`config.mk`:
```
export PLATFORM = sky130hd
export DESIGN_NAME = imem_loader
export DESIGN_NICKNAME = d
export VERILOG_FILES = /design/src/rtl/imem_loader.sv
export SDC_FILE = /design/constraint.sdc
export NUM_CORES = 1
export LEC_CHECK = 0
export BUFFER_PORTS_ARGS = -buffer_cell sky130_fd_sc_hd__buf_4
export CAP_MARGIN = 5
export CORE_ASPECT_RATIO = 1.75
export CORE_UTILIZATION = 51
export CTS_BUF_LIST = sky130_fd_sc_hd__clkbuf_4
export DETAILED_ROUTE_END_ITERATION = 6
export GPL_TIMING_DRIVEN = 0
export HOLD_SLACK_MARGIN = 0.05
export PLACE_DENSITY = 0.79
export SLEW_MARGIN = 25
export SYNTH_ARGS = -nofsm -noshare
export SYNTH_HDL_FRONTEND = slang
export SYNTH_SLANG_ARGS = --single-unit
export TNS_END_PERCENT = 1
```
`constraint.sdc`:
```
create_clock -name Clk -period 2 [get_ports Clk]
set_input_delay 0.4 -clock Clk [delete_from_list [all_inputs] [get_ports Clk]]
set_output_delay 0.4 -clock Clk [all_outputs]
set_load 0.01 [all_outputs]
```
`src/rtl/imem_loader.sv`:
```
// Instruction-memory program loader: streams valid/ready beats into imem, freezes the core, drains the pipeline, then releases it.
// Optional feature: define IMEM_CHECKSUM_EN to treat the inLast beat as an XOR checksum trailer.
module imem_loader #(
  parameter int ADDR_W       = 8,
  parameter int DATA_W       = 32,
  parameter int DEPTH        = 256,
  parameter int FLUSH_CYCLES = 5
) (
  input  logic              Clk,
  input  logic              Rst,
  input  logic              start,
  input  logic              inValid,
  input  logic [DATA_W-1:0] inData,
  input  logic              inLast,
  output logic              inReady,
  output logic              memWriteEn,
  output logic [ADDR_W-1:0] memAddr,
  output logic [DATA_W-1:0] memWriteData,
  output logic              cpuHold,
  output logic              done,
  output logic              overflow,
  output logic [ADDR_W:0]   wordCount,
  output logic              csErr,
  output logic [2:0]        fsmState
);

  localparam logic [2:0] IDLE  = 3'd0;
  localparam logic [2:0] LOAD  = 3'd1;
  localparam logic [2:0] FLUSH = 3'd2;
  localparam logic [2:0] RUN   = 3'd3;
  localparam logic [2:0] ERR   = 3'd4;

  localparam int              FW         = (FLUSH_CYCLES > 1) ? $clog2(FLUSH_CYCLES) : 1;
  localparam logic [FW-1:0]   FLUSH_LAST = FW'(FLUSH_CYCLES - 1);
  localparam logic [ADDR_W:0] DEPTH_C    = (ADDR_W + 1)'(DEPTH);

  // Handshake: a beat transfers on a rising edge where inValid && inReady; the source holds it otherwise.
  logic [2:0]        state_q, state_d;
  logic [ADDR_W:0]   count_q, count_d;
  logic [FW-1:0]     flush_q, flush_d;
  logic              we_q, we_d;
  logic [ADDR_W-1:0] addr_q, addr_d;
  logic [DATA_W-1:0] wdata_q, wdata_d;
  logic              ovf_q, ovf_d;
  logic [ADDR_W:0]   count_inc;
`ifdef IMEM_CHECKSUM_EN
  logic [DATA_W-1:0] csum_q, csum_d;
  logic              cserr_q, cserr_d;
`endif

  assign count_inc = count_q + 1'b1;

  always_comb begin
    state_d = state_q;
    count_d = count_q;
    flush_d = flush_q;
    we_d    = 1'b0;
    addr_d  = addr_q;
    wdata_d = wdata_q;
    ovf_d   = ovf_q;
`ifdef IMEM_CHECKSUM_EN
    csum_d  = csum_q;
    cserr_d = cserr_q;
`endif
    case (state_q)
      IDLE, RUN, ERR: begin
        if (start) begin
          state_d = LOAD;
          count_d = '0;
          ovf_d   = 1'b0;
`ifdef IMEM_CHECKSUM_EN
          csum_d  = '0;
          cserr_d = 1'b0;
`endif
        end
      end
      LOAD: begin
        if (inValid) begin
`ifdef IMEM_CHECKSUM_EN
          // Trailer beat is compared, never written or counted.
          if (inLast) begin
            if (inData == csum_q) begin
              state_d = FLUSH;
              flush_d = '0;
            end else begin
              cserr_d = 1'b1;
              state_d = ERR;
            end
          end else
`endif
          begin
            we_d    = 1'b1;
            addr_d  = count_q[ADDR_W-1:0];
            wdata_d = inData;
            count_d = count_inc;
`ifdef IMEM_CHECKSUM_EN
            csum_d  = csum_q ^ inData;
`endif
            if (inLast || (count_inc == DEPTH_C)) begin
              ovf_d   = !inLast;
              state_d = FLUSH;
              flush_d = '0;
            end
          end
        end
      end
      FLUSH: begin
        if (flush_q == FLUSH_LAST) state_d = RUN;
        else                       flush_d = flush_q + 1'b1;
      end
      default: state_d = IDLE;
    endcase
  end

  always_ff @(posedge Clk or posedge Rst) begin
    if (Rst) begin
      state_q <= IDLE;
      count_q <= '0;
      flush_q <= '0;
      we_q    <= 1'b0;
      addr_q  <= '0;
      wdata_q <= '0;
      ovf_q   <= 1'b0;
`ifdef IMEM_CHECKSUM_EN
      csum_q  <= '0;
      cserr_q <= 1'b0;
`endif
    end else begin
      state_q <= state_d;
      count_q <= count_d;
      flush_q <= flush_d;
      we_q    <= we_d;
      addr_q  <= addr_d;
      wdata_q <= wdata_d;
      ovf_q   <= ovf_d;
`ifdef IMEM_CHECKSUM_EN
      csum_q  <= csum_d;
      cserr_q <= cserr_d;
`endif
    end
  end

  assign inReady      = (state_q == LOAD);
  assign cpuHold      = (state_q != RUN);
  assign done         = (state_q == RUN);
  assign memWriteEn   = we_q;
  assign memAddr      = addr_q;
  assign memWriteData = wdata_q;
  assign overflow     = ovf_q;
  assign wordCount    = count_q;
  assign fsmState     = state_q;
`ifdef IMEM_CHECKSUM_EN
  assign csErr = cserr_q;
`else
  assign csErr = 1'b0;
`endif

endmodule

```
==> metrics <==
status finished with violations; failing checks setup timing; num rows 33; placed instance count 350; DR pass1 iterations 5; Final Hold Vio Count 0; H-tree Lvls 2; DR vias/cell approximately 5.3; DP Area between 3000 and 4000 sq um; fin. max-slew vios 0; crit start category flop; clock slew seen by the registers of the worst setup and hold paths around 0.15 ns; Worst Setup End Kind flop; first-pass GRT wire length about 7.9 mm; Relative slew margins between 50% and 60%; IR Drop Worst-Case VDD ~0.98 mV; routed via count around 1900; clock latency on the worst-skew pair approximately 0.37 ns; Leak roughly 0.0018 uW; max incr delay on CP about 0.42 ns; die area 5240 sq um; crit path kind flop to flop; P per Cell Area about 1300 nW/um^2; maximum clock path buffer count 2; die width around 55 microns; Yosys reg bits between 50 and 60; CORE AREA between 4000 and 5000 sq um; Worst-Margin Slew 0.670 ns; FMAX 499 MHz; DRC violations left 0; drt wl/cell 14.7 microns; Worst Hold Class primary input to async pin; Final period util 100%; Port Buffers 92; Seq/Total Area, Yosys between 50% and 60%; Critical Path RT between 2 and 2.5 ns; EDFF count, synth 0; gr usage total a little over a fifth; RSZ-0062 raised after global routing yes; Final Skew 0.00758 ns; MaxCap Viol Count 0; IO Pins 95; Final WS setup -0.00539 ns; Post-Synthesis Cell Area around 2500 sq um; CP max-delay cell dfrtp_1; share of layout cells above drive strength 1 between 50% and 60%; Cells after Synth approximately 210; final instance area between 3000 and 4000 sq um; Synth Flop Type dfrtp_1; final setup vio count 1; hold_buf cts 0; root cell of the clock tree clkbuf_4; grt ovf 0; Antenna Cells 0; Distinct cells, synth 34; ys async rst share between 90% and 100%; Antenna Nets Post-Route 0; Worst Path Arrival ~2.3 ns; number of DRC markers in iteration 0 30; worst path cell trace buf_6 -> or3_4 -> o21ai_2 -> a31oi_2 -> nor4b_2 -> buf_4 -> o21a_4 -> mux2i_1; HPWL Detailed approximately 3.8 mm; synthesis-to-finish area growth 39.5%; Syn. warnings 0; vias in the first global route approximately 1800; crit path time final approximately 2.0 ns; CTS Sinks 56; average size of a mapped cell ~12 sq um; largest net degree at the start of global routing 57; CTS Buf Count 5; initial antenna violation count 0; Post-Layout Cell Count approximately 360; starting density of the core between 50% and 60%; Final nets between 300 and 400; Die Span Y about 95 microns; Critical Path Fanout Max 8; routed wire length ~5.3 mm; RePlAce Congestion about 0.79; TritonCTS clock tree built
## worst max-delay path, delay by kind of cell (launching register included)
kind,cells,cell delay (ns)
simple gates,2,0.69
mux,1,0.17
compound gates,3,0.32
flops,1,0.42
buf+inv,2,0.34
## cell usage in the layout, fill, tap and decap left out, types with 5 or more instances in the layout
cell type   n
mux2_2     39
inv_1      10
nand2_1    21
mux2i_1     7
buf_4      99
o21ai_0     9
dfrtp_2     5
clkbuf_4    8
dfrtp_1    51
ha_1        6
## power by group
group	internal [uW]	total (uW)	leakage, uW	switching, uW
Combinational	1220	2240	0.00103	1020
Sequential	1540	1760	0.000696	220
Clock	276	612	0.0000456	336
Total	3050	4620	0.00177	1570
## path summary, 6_finish.rpt
| path | startpoint | to | slack (ns) | depth (start not counted) |
|---|---|---|---|---|
| min in group Clk | inData[10] | memWriteData[10] | 0.25 | 2 |
| hold reg to reg | memAddr[7] | memAddr[7] | 0.50 | 2 |
| setup reg to reg | wordCount[4] | fsmState[0] | -0.005 | 8 |
| setup / recovery | wordCount[4] | fsmState[0] | -0.005 | 8 |
| max in group asynchronous | Rst | wordCount[1] | 1.40 | 2 |
| hold / removal | Rst | memWriteData[9] | 0.12 | 2 |
## cell type report
class / instances / area, sq um
fillers: 343 / 1190
flip-flops and latches: 56 / 1410
well taps: 52 / 65.1
repair buffers: 98 / 748
plain buffers: 11 / 70.1
multi-input cells: 126 / 1100
clock buffers: 6 / 45.0
inverters: 12 / 50.0
clock inverters: 2 / 35.0
## per-stage QoR
step	setup WS [ns]	total power (uW)	setup TNS [ns]	hold WS, ns	utilization, %
finish	-0.00539	4620	-0.00539	0.121	74.8
global route	-0.123	4930	-0.459	0.167	74.8
CTS	-0.0174	4560	-0.0174	0.136	72.6
detailed placement	-0.359	3890	-5.51	0.472	69.8
global placement	-0.433	3820	-28.58	0.467	69.8
floorplan	0.0451	2950	0	0.516	-
## timing repair
action | CTS | global route
pin swaps | 2 | 2
endpoints found under the setup margin | 52 | 49
gates resized for setup | 18 | 13
buffers inserted | 1 | 5
## registers in the layout (all words and copies together) (netlist names)
signal	count
fsmState	2
wordCount	9
memWriteEn	1
flush_q	3
overflow	1
memAddr	8
memWriteData	32
## cell families (layout without fill, tap and decap cells)
| group | after synthesis | count (layout) | share of synthesized area, % |
|---|---|---|---|
| fa+ha+maj | 8 | 8 | 3.97 |
| other cells | 1 | 2 | 0.149 |
| simple gates | 40 | 40 | 8.03 |
| xor+xnor | 4 | 4 | 1.39 |
| mux | 46 | 46 | 20.2 |
| buf+inv | 24 | 129 | 4.26 |
| flops | 56 | 56 | 55.5 |
| compound gates | 26 | 26 | 6.49 |
## cells in the mapped netlist (2+ instances only)
cell type	count	area share, %
or2_2	2	0.50
ha_1	8	4.0
a31oi_1	3	0.74
o21ai_0	11	2.2
dfrtp_1	56	56
inv_1	12	1.8
xnor2_1	2	0.69
buf_4	2	0.59
nand3_1	5	0.99
nand2_1	21	3.1
mux2_2	39	17
mux2i_1	7	2.8
nor2_1	5	0.74
buf_1	3	0.45
o31ai_1	3	0.89
clkbuf_1	4	0.59
buf_2	2	0.40
xor2_1	2	0.69
a21oi_1	3	0.59
## metal layers
layer / vias to the layer above / track usage, % / share of wire, %
met5: - / 0 / 0
met4: 0 / 9.38 / 1.4
met3: 8 / 4.94 / 5.5
met2: 64 / 38.1 / 58
met1: 934 / 21.0 / 35
li1: 905 / - / -
No activity file was read; power rests on OpenSTA's default activity.
